### src/rtl/ps2_pkg.sv
// Shared definitions for the PS/2 mouse tracker: frame FSM states,
// byte0 field positions, default screen geometry and the axis clamp helper.
package ps2_pkg;

    typedef enum logic [1:0] {
        ST_IDLE   = 2'd0,
        ST_DATA   = 2'd1,
        ST_PARITY = 2'd2,
        ST_STOP   = 2'd3
    } frame_state_t;

    // Bit positions inside the first byte of a movement packet
    localparam int SYNC_BIT = 3;
    localparam int XS       = 4;
    localparam int YS       = 5;
    localparam int XO       = 6;
    localparam int YO       = 7;

    // Default geometry and watchdog limit
    localparam int DEF_SCREEN_W       = 640;
    localparam int DEF_SCREEN_H       = 480;
    localparam int DEF_INIT_X         = 320;
    localparam int DEF_INIT_Y         = 240;
    localparam int DEF_TIMEOUT_CYCLES = 100000;

    // Clamp a signed 12-bit coordinate to [0, hi]
    function automatic logic [9:0] clamp_axis(input logic signed [11:0] v,
                                              input logic signed [11:0] hi);
        logic [9:0] r;
        if (v < 12'sd0) begin
            r = 10'd0;
        end else if (v > hi) begin
            r = hi[9:0];
        end else begin
            r = v[9:0];
        end
        return r;
    endfunction

endpackage

### src/rtl/ps2_rx_frame.sv
// PS/2 byte receiver: synchronizes the raw bus, turns falling edges of the
// PS/2 clock into sample strobes and runs the start/data/parity/stop FSM.
// byte_valid / byte_err are single-cycle pulses one cycle after the stop strobe.
module ps2_rx_frame
    import ps2_pkg::*;
(
    input  logic       clk,
    input  logic       reset,
    input  logic       ps2_clk,
    input  logic       ps2_data,
    input  logic       abort,
    output logic [7:0] byte_data,
    output logic       byte_valid,
    output logic       byte_err,
    output logic       strobe,
    output logic       busy
);

    logic [1:0] raw_in;
    logic [1:0] sync_bits;

    assign raw_in = {ps2_data, ps2_clk};

    // Two-flop synchronizer per bus line, idling high like the bus itself
    generate
        for (genvar gi = 0; gi < 2; gi++) begin : g_sync
            logic meta_reg;
            logic sync_reg;
            always_ff @(posedge clk or negedge reset) begin
                if (!reset) begin
                    meta_reg <= 1'b1;
                    sync_reg <= 1'b1;
                end else begin
                    meta_reg <= raw_in[gi];
                    sync_reg <= meta_reg;
                end
            end
            assign sync_bits[gi] = sync_reg;
        end
    endgenerate

    logic ps2_clk_sync;
    logic ps2_data_sync;
    logic clk_prev_reg;

    assign ps2_clk_sync  = sync_bits[0];
    assign ps2_data_sync = sync_bits[1];

    // Previous synced PS/2 clock for falling-edge detection
    always_ff @(posedge clk or negedge reset) begin
        if (!reset) begin
            clk_prev_reg <= 1'b1;
        end else begin
            clk_prev_reg <= ps2_clk_sync;
        end
    end

    assign strobe = clk_prev_reg & ~ps2_clk_sync;

    frame_state_t state_reg, state_next;
    logic [2:0]   bit_idx_reg, bit_idx_next;
    logic [7:0]   shift_reg, shift_next;
    logic         parity_ok_reg, parity_ok_next;
    logic         byte_valid_reg, byte_valid_next;
    logic         byte_err_reg, byte_err_next;

    // Frame FSM state and datapath registers
    always_ff @(posedge clk or negedge reset) begin
        if (!reset) begin
            state_reg      <= ST_IDLE;
            bit_idx_reg    <= 3'd0;
            shift_reg      <= 8'd0;
            parity_ok_reg  <= 1'b0;
            byte_valid_reg <= 1'b0;
            byte_err_reg   <= 1'b0;
        end else begin
            state_reg      <= state_next;
            bit_idx_reg    <= bit_idx_next;
            shift_reg      <= shift_next;
            parity_ok_reg  <= parity_ok_next;
            byte_valid_reg <= byte_valid_next;
            byte_err_reg   <= byte_err_next;
        end
    end

    // Next-state logic: one bit consumed per strobe, odd parity over data+parity
    always_comb begin
        state_next      = state_reg;
        bit_idx_next    = bit_idx_reg;
        shift_next      = shift_reg;
        parity_ok_next  = parity_ok_reg;
        byte_valid_next = 1'b0;
        byte_err_next   = 1'b0;
        if (strobe) begin
            case (state_reg)
                ST_IDLE: begin
                    if (!ps2_data_sync) begin
                        state_next   = ST_DATA;
                        bit_idx_next = 3'd0;
                    end
                end
                ST_DATA: begin
                    shift_next   = {ps2_data_sync, shift_reg[7:1]};
                    bit_idx_next = bit_idx_reg + 3'd1;
                    if (bit_idx_reg == 3'd7) begin
                        state_next = ST_PARITY;
                    end
                end
                ST_PARITY: begin
                    parity_ok_next = ^{shift_reg, ps2_data_sync};
                    state_next     = ST_STOP;
                end
                ST_STOP: begin
                    if (ps2_data_sync && parity_ok_reg) begin
                        byte_valid_next = 1'b1;
                    end else begin
                        byte_err_next = 1'b1;
                    end
                    state_next = ST_IDLE;
                end
                default: state_next = ST_IDLE;
            endcase
        end
        // A watchdog abort drops whatever frame is in progress
        if (abort) begin
            state_next = ST_IDLE;
        end
    end

    assign byte_data  = shift_reg;
    assign byte_valid = byte_valid_reg;
    assign byte_err   = byte_err_reg;
    assign busy       = (state_reg != ST_IDLE);

endmodule

### src/rtl/ps2_mouse_tracker.sv
// PS/2 mouse tracker: assembles 3-byte movement packets from ps2_rx_frame and
// keeps a clamped absolute cursor position plus button state.
// Optional feature macro: PS2_WATCHDOG_EN adds a stalled-frame/packet watchdog.
module ps2_mouse_tracker
    import ps2_pkg::*;
#(
    parameter int SCREEN_W       = DEF_SCREEN_W,
    parameter int SCREEN_H       = DEF_SCREEN_H,
    parameter int INIT_X         = DEF_INIT_X,
    parameter int INIT_Y         = DEF_INIT_Y,
    parameter int TIMEOUT_CYCLES = DEF_TIMEOUT_CYCLES
) (
    input  logic       clk,
    input  logic       reset,
    input  logic       ps2_clk,
    input  logic       ps2_data,
    output logic [9:0] mouse_x,
    output logic [9:0] mouse_y,
    output logic       btn_left,
    output logic       btn_right,
    output logic       btn_middle,
    output logic       pkt_valid,
    output logic       frame_err
);

    logic [7:0] byte_data;
    logic       byte_valid;
    logic       byte_err;
    logic       sample_strobe;
    logic       frame_busy;
    logic       wd_abort;

    ps2_rx_frame u_rx (
        .clk        (clk),
        .reset      (reset),
        .ps2_clk    (ps2_clk),
        .ps2_data   (ps2_data),
        .abort      (wd_abort),
        .byte_data  (byte_data),
        .byte_valid (byte_valid),
        .byte_err   (byte_err),
        .strobe     (sample_strobe),
        .busy       (frame_busy)
    );

    logic [1:0] byte_idx_reg;
    logic [2:0] hdr_btn_reg;
    logic       hdr_xs_reg, hdr_ys_reg, hdr_xo_reg, hdr_yo_reg;
    logic [7:0] byte1_reg, byte2_reg;
    logic       upd_reg;
    logic       sync_err;

    // A header byte without the sync bit is dropped and flagged
    assign sync_err = byte_valid && (byte_idx_reg == 2'd0) && !byte_data[SYNC_BIT];

    // Packet assembler: collect header, dx, dy; arm the position update after byte2
    always_ff @(posedge clk or negedge reset) begin
        if (!reset) begin
            byte_idx_reg <= 2'd0;
            hdr_btn_reg  <= 3'd0;
            hdr_xs_reg   <= 1'b0;
            hdr_ys_reg   <= 1'b0;
            hdr_xo_reg   <= 1'b0;
            hdr_yo_reg   <= 1'b0;
            byte1_reg    <= 8'd0;
            byte2_reg    <= 8'd0;
            upd_reg      <= 1'b0;
        end else begin
            upd_reg <= 1'b0;
            if (wd_abort || byte_err) begin
                byte_idx_reg <= 2'd0;
            end else if (byte_valid) begin
                case (byte_idx_reg)
                    2'd0: begin
                        if (byte_data[SYNC_BIT]) begin
                            hdr_btn_reg  <= byte_data[2:0];
                            hdr_xs_reg   <= byte_data[XS];
                            hdr_ys_reg   <= byte_data[YS];
                            hdr_xo_reg   <= byte_data[XO];
                            hdr_yo_reg   <= byte_data[YO];
                            byte_idx_reg <= 2'd1;
                        end
                    end
                    2'd1: begin
                        byte1_reg    <= byte_data;
                        byte_idx_reg <= 2'd2;
                    end
                    default: begin
                        byte2_reg    <= byte_data;
                        byte_idx_reg <= 2'd0;
                        upd_reg      <= 1'b1;
                    end
                endcase
            end
        end
    end

    logic signed [11:0] dx, dy, sum_x, sum_y;
    logic [9:0]         x_next, y_next;
    logic [9:0]         x_reg, y_reg;
    logic [2:0]         btn_reg;
    logic               pkt_valid_reg;

    // Deltas are 9-bit two's complement widened to 12 bits; overflow zeroes an axis.
    // y is subtracted because a positive PS/2 dy means upward motion.
    always_comb begin
        dx     = hdr_xo_reg ? 12'sd0 : $signed({{4{hdr_xs_reg}}, byte1_reg});
        dy     = hdr_yo_reg ? 12'sd0 : $signed({{4{hdr_ys_reg}}, byte2_reg});
        sum_x  = $signed({2'b00, x_reg}) + dx;
        sum_y  = $signed({2'b00, y_reg}) - dy;
        x_next = clamp_axis(sum_x, 12'(SCREEN_W - 1));
        y_next = clamp_axis(sum_y, 12'(SCREEN_H - 1));
    end

    // Output stage: position, buttons and the packet pulse change together
    always_ff @(posedge clk or negedge reset) begin
        if (!reset) begin
            x_reg         <= 10'(INIT_X);
            y_reg         <= 10'(INIT_Y);
            btn_reg       <= 3'd0;
            pkt_valid_reg <= 1'b0;
        end else begin
            pkt_valid_reg <= 1'b0;
            if (upd_reg) begin
                x_reg         <= x_next;
                y_reg         <= y_next;
                btn_reg       <= hdr_btn_reg;
                pkt_valid_reg <= 1'b1;
            end
        end
    end

`ifdef PS2_WATCHDOG_EN
    localparam int WD_W = $clog2(TIMEOUT_CYCLES + 1);

    logic [WD_W-1:0] wd_cnt_reg;
    logic            wd_fire_reg;
    logic            wd_active;

    assign wd_active = frame_busy || (byte_idx_reg != 2'd0);

    // Watchdog: counts idle time inside a frame or packet, fires once at the limit
    always_ff @(posedge clk or negedge reset) begin
        if (!reset) begin
            wd_cnt_reg  <= '0;
            wd_fire_reg <= 1'b0;
        end else begin
            wd_fire_reg <= 1'b0;
            if (sample_strobe || !wd_active || wd_fire_reg) begin
                wd_cnt_reg <= '0;
            end else if (wd_cnt_reg == WD_W'(TIMEOUT_CYCLES - 1)) begin
                wd_cnt_reg  <= '0;
                wd_fire_reg <= 1'b1;
            end else begin
                wd_cnt_reg <= wd_cnt_reg + 1'b1;
            end
        end
    end

    assign wd_abort  = wd_fire_reg;
    assign frame_err = byte_err | sync_err | wd_fire_reg;
`else
    logic unused_wd;
    assign unused_wd = &{1'b0, frame_busy, sample_strobe, (TIMEOUT_CYCLES > 0)};
    assign wd_abort  = 1'b0;
    assign frame_err = byte_err | sync_err;
`endif

    assign mouse_x    = x_reg;
    assign mouse_y    = y_reg;
    assign btn_left   = btn_reg[0];
    assign btn_right  = btn_reg[1];
    assign btn_middle = btn_reg[2];
    assign pkt_valid  = pkt_valid_reg;

endmodule

### config.mk
export PLATFORM = sky130hd
export DESIGN_NAME = ps2_mouse_tracker
export DESIGN_NICKNAME = d
export VERILOG_FILES = /design/src/rtl/ps2_pkg.sv /design/src/rtl/ps2_rx_frame.sv /design/src/rtl/ps2_mouse_tracker.sv
export SDC_FILE = /design/constraint.sdc
export NUM_CORES = 1
export LEC_CHECK = 0
export ABC_AREA = 1
export CAP_MARGIN = 15
export CELL_PAD_IN_SITES_DETAIL_PLACEMENT = 1
export CELL_PAD_IN_SITES_GLOBAL_PLACEMENT = 1
export CORE_UTILIZATION = 30
export DETAILED_ROUTE_END_ITERATION = 16
export GPL_TIMING_DRIVEN = 0
export MAX_ROUTING_LAYER = met4
export PLACE_DENSITY_LB_ADDON = 0.1
export SETUP_SLACK_MARGIN = 0.4
export SLEW_MARGIN = 20
export SYNTH_ARGS = -nofsm -noshare
export SYNTH_HDL_FRONTEND = slang
export SYNTH_HIERARCHICAL = 1
export SYNTH_SLANG_ARGS = --single-unit
### constraint.sdc
create_clock -name clk -period 2.7 [get_ports clk]
set_input_delay 0.54 -clock clk [delete_from_list [all_inputs] [get_ports clk]]
set_output_delay 0.54 -clock clk [all_outputs]
set_load 0.01 [all_outputs]
* After elaboration in Yosys (flattened, before gate mapping) *
Cells that the tools add are included.

operators by class
  add/sub/neg operators = 3
  $lt $le $gt $ge = 4
  equality and inequality tests = 8
  mux-type cells = 25
  bitwise logic cells = 5
  reductions and logical operators = 18

operators by type and width
  kind                  count
  $mux 10               4
  $lt 12x1->1 const B   2
  $mux 12               2
  $add 11x12->12        1
  $gt 12x10->1 const B  1
  $gt 12x11->1 const B  1
  $reduce_and 3->1      4
  $sub 11x12->12        1
  $mux 1                10
  $mux 2                5
  $reduce_xor 9->1      1
  $pmux 2 s4            1
  $pmux 3 s2            1
  $reduce_and 2->1      3
  $eq 2x1->1 const B    2
  $eq 2x2->1 const B    2
  $logic_not 2->1       2
  $pmux 2 s2            1
  $reduce_and 4->1      1
  $reduce_bool 2->1     2
  $add 3x1->3 const B   1
  $eq 3x3->1 const B    1
  $logic_and 1x1->1     3
  $mux 3                1
  other kinds (8)       10

word-level totals
  register bits = 71
  input bits = 4
  logic and storage cells = 87

* Depth between registers and ports, before layout *
Gate-level depths: netlist (run 1).

  depth after elaboration = 5
  gate-level depth with buffers = 17
  gate-level depth less buffers = 17

* Cells and area by module *
Netlist (run 1), hierarchy kept.

by module, submodules not included
  module             instances  cells an instance  area each (um2)  seq. area each (um2)
  ps2_mouse_tracker  1          457                3342.0           1258.7
  ps2_rx_frame       1          117                1059.8           531.8

* Least setup slack after synthesis (run 1) *
Ideal clock, no wire load.

  path type = register to register
  from = register hdr_xo_reg
  to = register x_reg[0] (netlist: mouse_x[0])
  library setup time = 117 ps
  arrival time = 2100 ps
  setup slack = 483 ps
  stages on the path, launching flop included = 16
  buffers on the path = 1
  cells stage by stage = dfrtp_1 -> buf_2 -> nor2_1 -> ha_1 -> inv_1 -> fa_1 -> o21ai_2 -> nand2_1 -> nand2_2 -> nand2_1 -> nand2_1 -> nand2_1 -> nand3_2 -> nand3_1 -> nand2_1 -> nand2_1

between the ends
  word-level cells in the longest chain between the ends = 5
  elaborated cells between the ends (all ways) = 6
  those cells by class = add/sub: 1; order compare: 2; mux: 3

ends and longest elaborated chain
  item                    line                      source
  from (decl)             ps2_mouse_tracker.sv:48   logic hdr_xs_reg, hdr_ys_reg, hdr_xo_reg, hdr_yo_reg;
  from (signal assigned)  ps2_mouse_tracker.sv:79   hdr_xo_reg <= byte_data[XO];
  $mux 12 (*)             ps2_mouse_tracker.sv:107  dx = hdr_xo_reg ? 12'sd0 : $signed({{4{hdr_xs_reg}}, byte1_reg});
  $add 11x12->12 (*)      ps2_mouse_tracker.sv:109  sum_x = $signed({2'b00, x_reg}) + dx;
  $gt 12x11->1            ps2_pkg.sv:32             end else if (v > hi) begin
  $mux 10                 ps2_pkg.sv:32
  $mux 10 (*)             ps2_pkg.sv:30             if (v < 12'sd0) begin
  to (signal assigned)    ps2_mouse_tracker.sv:118  x_reg <= 10'(INIT_X);
  to (signal assigned)    ps2_mouse_tracker.sv:125  x_reg <= x_next;
  to (decl)               ps2_mouse_tracker.sv:100  logic [9:0] x_reg, y_reg;

Every way passes the cells marked *; elsewhere a longest branch is shown, timed or not.
A chain may end at the register's enable or synchronous reset.

* Final worst setup path (run 1) *
  from = register hdr_xo_reg
  to = register x_reg[1] (netlist: mouse_x[1])

Same word-level chain as after synthesis.

==> flow_summary_export.csv, run 1 <==
group,metric,value,unit
pwr,p_leak,2.893,nW
clocking,clock_latency,0.34,ns
timing,fmax,0.4366,GHz
final_layout,nNetsFinal,670,
critical_path,critPathLaunchType,"flop",
timing,setup_ws,0.4095,ns
placed_design,dp_hpwl,8912,um
timing,relSlewSlack,59.52,%
synthesis,synth_nets,610,
route,wl_per_cell,14.71,um
critical_path,critPathMaxStageDelay,0.40,ns
pwr,power_density,456.1,mW/mm^2
floorplanning,dieHeight,123.1,um
synthesis,avgSynthCellArea,7.669,sq um
route,drt_iter0_drc,94,
critical_path,critPathTopFamily,"simple AND/OR/NAND/NOR gates",
synthesis,synth_edf_count,0,
timing,finClkSkew,0.005260,ns
final_layout,drive_above_1_share,24.57,%
final_layout,multiInputGateArea,0.002608,sq mm
critical_path,crit_slowest_cell,"dfrtp_1",
floorplanning,fp.dieArea,0.01516,sq mm
critical_path,crit_type,"reg2reg",
timing,setup_viol,0,
clocking,htree_levels,3,
clocking,cts_hold_buf,0,
floorplanning,start_util,31.23,%
timing,final.period_utilization,84.84,%
synthesis,async_reset_ff_share,100.0,%
placed_design,port_buffers,28,
timing,maxSlewViolCount,0,
route,num_vias,3831,
clocking,cts_tree,"yes",
critical_path,crit_arrival,2.52,ns
clocking,root_buffer,"clkbuf_16",
synthesis,synth_warnings,6,
critical_path,worstPathMaxFanout,9,
synthesis,syn_inst,574,
final_layout,syn_to_final_growth,31.55,%
final_layout,post-route-util,41.08,%
clocking,cts_buffers,9,
synthesis,yosysMostFrequentCell,"nand2_1",
final_layout,final_cells,819,
grt,grt_pass1_wl,20070,um
min_path,hold_class,"in2async",
grt,grt_max_degree,50,
status,outcome,"completed",
floorplanning,fp-row-count,43,
synthesis,synth.distinct_cells,34,
critical_path,required,2.93,ns
route,drt-pass1-iter-count,4,
route,antenna_left,0,
synthesis,synth_commonest_cells,"195 x nand2_1, 82 x inv_1, 60 x dfrtp_1",
pwr,fin_total_pwr,2.641,mW
final_layout,seq_area,0.001792,sq mm
critical_path,cp_cell_sequence,"buf_4 -> nor2_2 -> ha_4 -> a21oi_2 -> nor2_1 -> nor2_2 -> nand2_4 -> a21oi_4 -> nor2_2 -> a21oi_4 -> buf_12 -> nand3_1 -> nand2_1 -> nand2_1",
placed_design,dp_cells,783,
run,drv_cap,0,
critical_path,path_common_cell,"nor2_2",
floorplanning,die_w,123.1,um
route,viasPerCell,4.678,
grt,grt_overflow_total,0,
clocking,clockBufferDepth,2,
clocking,cts_sinks,71,
final_layout,antenna_cells,0,
final_layout,nFillCells,1711,
grt,gr-usage-all-layers,17.90,%
critical_path,endpoint_kind,"flop",
timing,worst_pin_slew,0.6072,ns
synthesis,synth_area_leaders,"dfrtp_1 34%, nand2_1 17%, ha_1 8.5%",
synthesis,dominantRegCellSynth,"dfrtp_1",
placed_design,post-place-ws,0.06219,ns
grt,antenna_found_initial,0,
synthesis,netlist_area,0.004402,sq mm
route,wl,12050,um
critical_path,ff2ff_path_depth,14,
route,route.detailed.drc,0,
clocking,path_clk_slew,0.06,ns
synthesis,netlist.area_leader.share,34.11,%
critical_path,path_buf_inv,2,
synthesis,ys_ff_latch,71,
timing,post-route-min-period,2.291,ns
floorplanning,io_pins,29,
timing,finalHoldViolations,0,
placed_design,place.gp.congestion,0.7800,
synthesis,ys_seq_area_share,40.68,%
floorplanning,core,0.01410,sq mm
critical_path,cp.depth,14,
pwr,ir_drop,0.3039,mV
timing,rsz0062_at_grt,"yes",
grt,grt_pass1_vias,3980,
synthesis,yosysTopAreaCell,"dfrtp_1",
[cells in the final DEF (no fill, tap or decap), types with 8 or more instances in the layout]
master             n
clkdlybuf4s50_1   26
nand3_1           28
inv_2              9
buf_4             18
nand2_4           10
nor2_1            21
ha_4              11
ha_1              18
o21ai_0           37
a21oi_2            8
nor2_2            11
nand3_2            9
nand2_2           25
inv_1             78
clkbuf_16          9
dfstp_2           11
nand2_1          172
dfrtp_1           59
[per-stage QoR]
step / hold WS [ns] / TNS, ns / area [sq um]
2_1_floorplan: 0.2444 / 0 / 4402
6_report: 0.1068 / 0 / 5791
3_5_place_dp: 0.3487 / 0 / 4932
5_1_grt: 0.1242 / 0 / 5791
4_1_cts: 0.1122 / 0 / 5497
3_3_place_gp: 0.3491 / -99.25 / 4907
[worst paths after layout]
path / endpoint / slack, ns / startpoint
setup reg to reg: mouse_x[1] / 0.41 / hdr_xo_reg
min in group clk: u_rx/g_sync[1].sync_reg / 0.36 / u_rx/g_sync[1].meta_reg
hold / removal: u_rx/bit_idx_reg[2] / 0.11 / reset
hold reg to reg: u_rx/g_sync[1].sync_reg / 0.36 / u_rx/g_sync[1].meta_reg
max in group asynchronous: mouse_y[7] / 1.98 / reset
setup / recovery: mouse_x[1] / 0.41 / hdr_xo_reg
[cells by family (layout without fill, tap and decap cells)]
kind of cell | after synthesis | after routing | share of synthesized area, %
fa+ha+maj | 32 | 32 | 9.437
other cells | 1 | 1 | 0.08519
xor+xnor | 12 | 12 | 2.388
flops | 71 | 71 | 40.68
buf+inv | 95 | 159 | 8.329
simple gates | 291 | 291 | 28.85
compound gates | 72 | 73 | 10.23
[worst register-to-register path: stages (launching register included)]
cell and delay, ns:
dfrtp_1 0.40, buf_4 0.16, nor2_2 0.16, ha_4 0.24, a21oi_2 0.17, nor2_1 0.07
nor2_2 0.18, nand2_4 0.09, a21oi_4 0.19, nor2_2 0.06, a21oi_4 0.13, buf_12 0.15
nand3_1 0.08, nand2_1 0.07, nand2_1 0.05
[per-layer routing]
layer	track usage, %	wire (um)
met1	23.09	5804
met2	28.35	5925
met4	6.250	108
met3	2.952	208
met5	-	0
[layout make-up]
| class | count | share of cell area [%] |
|---|---|---|
| Buffer | 7 | 0.7347 |
| Multi-Input combinational cell | 409 | 45.03 |
| Clock inverter | 7 | 1.513 |
| Timing Repair Buffer | 48 | 8.211 |
| Tap cell | 180 | 3.889 |
| Clock buffer | 9 | 3.889 |
| Inverter | 88 | 5.791 |
| Sequential cell | 71 | 30.94 |
[where the power goes]
part	leakage [nW]	switching (mW)	total [mW]	internal, mW
clock network	0.155	0.457	1.26	0.801
registers	0.946	0.0468	1.15	1.10
logic	1.79	0.150	0.233	0.0827
total	2.89	0.655	2.64	1.99
[repair_timing]
action / in CTS / in global routing
endpoints found under the setup margin: 19 / 20
resized for setup: 31 / 53
gates cloned: 1 / 1
setup buffers: 7 / 11
pin swaps: 12 / 28
Power figures use the tool's default switching activity.
==> inputs of run 2 (changes only) <==
==> constraint.sdc (replaced) <==
create_clock -name clk -period 2.3 [get_ports clk]
set_input_delay 0.46 -clock clk [delete_from_list [all_inputs] [get_ports clk]]
set_output_delay 0.46 -clock clk [all_outputs]
set_load 0.01 [all_outputs]
==> flow_summary_export.csv, run 2 (synthesized netlist as in run 1, its figures left out) <==
group,metric,value,unit
route,wl,12060,um
placed_design,dp_hpwl,9019,um
critical_path,crit_slowest_cell,"fa_2",
route,drt-pass1-iter-count,4,
pwr,p_leak,2.957,nW
route,routed.top_layer,"met4",
final_layout,drive_above_1_share,25.74,%
critical_path,cp.depth,14,
clocking,htree_levels,3,
placed_design,port_buffers,28,
grt,grt_pass1_wl,20120,um
timing,worst_pin_slew,0.5848,ns
grt,grt_overflow_total,0,
placed_design,place.gp.congestion,0.7802,
floorplanning,dieHeight,123.1,um
timing,maxSlewViolCount,0,
pwr,swShare,26.23,%
critical_path,critPathTopFamily,"adder cells",
route,route.detailed.drc,0,
route,met1Wirelength,5921,um
timing,relSlewSlack,61.02,%
route,num_vias,3852,
grt,grt_max_degree,48,
min_path,hold_class,"in2async",
floorplanning,fp.dieArea,0.01516,sq mm
floorplanning,fp-row-count,43,
critical_path,crit_type,"reg2reg",
critical_path,path_buf_inv,3,
floorplanning,core,0.01410,sq mm
route,drt_iter0_drc,160,
route,wl_met2,5837,um
timing,fmax,0.4419,GHz
grt,gr-usage-all-layers,17.86,%
critical_path,required,2.53,ns
status,outcome,"completed",
critical_path,endpoint_kind,"flop",
critical_path,worstPathMaxFanout,9,
placed_design,dp_cells,783,
clocking,clock_latency,0.33,ns
clocking,cts_hold_buf,0,
floorplanning,start_util,31.23,%
pwr,p_int,2.178,mW
route,antenna_left,0,
timing,post-route-min-period,2.263,ns
timing,finClkSkew,0.008772,ns
route,dr_wl_met3,217,um
pwr,ir_drop,0.4112,mV
critical_path,critPathMaxStageDelay,0.40,ns
final_layout,final_common_cell,"nand2_1",
route,wl_per_cell,14.62,um
floorplanning,die_w,123.1,um
timing,final.period_utilization,98.40,%
timing,setup_viol,0,
critical_path,cp_cell_sequence,"buf_6 -> nor2_4 -> ha_4 -> inv_2 -> fa_2 -> o21ai_2 -> nand2_2 -> nand2_4 -> a21oi_4 -> a21oi_4 -> buf_12 -> nand3_1 -> nand2_1 -> nand2_1",
final_layout,syn_to_final_growth,32.72,%
critical_path,crit_arrival,2.49,ns
clocking,path_clk_slew,0.06,ns
floorplanning,io_pins,29,
final_layout,antenna_cells,0,
final_layout,final_cell_mix,"169 x nand2_1, 78 x inv_1, 59 x dfrtp_1, 37 x o21ai_0, 28 x nand3_1",
grt,grt_pass1_vias,4029,
final_layout,post-route-util,41.44,%
route,viasPerCell,4.669,
pwr,power_frac_comb,9.6,%
clocking,cts_tree,"yes",
final_layout,final_cells,825,
pwr,clkPwrFrac,44.7,%
clocking,clockBufferDepth,2,
final_layout,nNetsFinal,676,
clocking,cts_buffers,9,
timing,finalHoldViolations,0,
grt,antenna_found_initial,0,
timing,rsz0062_at_grt,"yes",
clocking,root_buffer,"clkbuf_16",
critical_path,critPathLaunchType,"flop",
pwr,pwr-share-seq,45.7,%
run,drv_cap,0,
pwr,p_switching,0.7744,mW
pwr,power_density,505.4,mW/mm^2
final_layout,nFillCells,1730,
clocking,cts_sinks,71,
critical_path,ff2ff_path_depth,14,
==> run 2: changes by cell type in the layout (fill, tap and decap cells not counted), sizes merged <==
cell           before  now
buf                24   32
clkdlybuf4s50      26   20
clkbuf             13   17
clkinv              5    2
dlygate4sd2         0    3
bufinv              2    0
dlymetal6s2s        1    3
a21oi              18   17
inv                87   88
==> run 2: power by group through the flow <==
stage               Clock, mW  Sequential [mW]  Combinational [mW]
finish                   1.32             1.35               0.283
global route             1.42             1.36               0.331
CTS                      1.37             1.35               0.286
detailed placement          0             1.37               0.280
global placement            0             1.37               0.258
floorplan                   0             1.35               0.176
==> run 2: metrics by stage <==
step / hold WS (ns) / TNS [ns] / total power [mW] / worst slack, ns / cell area [sq um]
2_1_floorplan: 0.1644 / 0 / 1.531 / 0.1761 / 4504
3_3_place_gp: 0.3464 / -121.99 / 1.626 / -1.839 / 5010
3_5_place_dp: 0.3510 / -1.985 / 1.653 / -0.1604 / 5035
4_1_cts: 0.05425 / 0 / 3.006 / 0.03399 / 5573
5_1_grt: 0.06938 / -1.207 / 3.106 / -0.1090 / 5842
6_report: 0.05163 / 0 / 2.953 / 0.03690 / 5842
==> run 2: layer usage <==
layer	track usage (%)	vias to the layer above
met5	-	-
met4	5.196	0
li1	-	1934
met2	29.05	34
met3	2.629	8
met1	23.03	1876
==> run 2: final timing paths <==
kind                                    startpoint                      end  slack, ns
min                                          reset        u_rx/byte_data[1]       0.05
min reg2reg                u_rx/g_sync[1].meta_reg  u_rx/g_sync[1].sync_reg       0.36
max in group asynchronous                    reset               mouse_y[5]       1.62
min in group clk           u_rx/g_sync[1].meta_reg  u_rx/g_sync[1].sync_reg       0.36
max                                     hdr_xo_reg               mouse_x[5]       0.04
max reg2reg                             hdr_xo_reg               mouse_x[5]       0.04
==> run 2: timing repair <==
item / CTS / global route
gates resized for setup: 33 / 46
buffers inserted: 15 / 11
pin swaps: 20 / 27
setup endpoints to repair: 23 / 25
==> run 2: area by class of cell <==
cell class	instances	area [sq um]	area share (%)
Sequential cell	71	1792	30.67
Inverter	88	337.8	5.783
Clock inverter	3	17.52	0.2999
Timing Repair Buffer	55	536.8	9.188
Buffer	7	42.54	0.7282
Clock buffer	13	260.3	4.455
Multi-Input combinational cell	408	2630	45.02
Tap cell	180	225.2	3.855
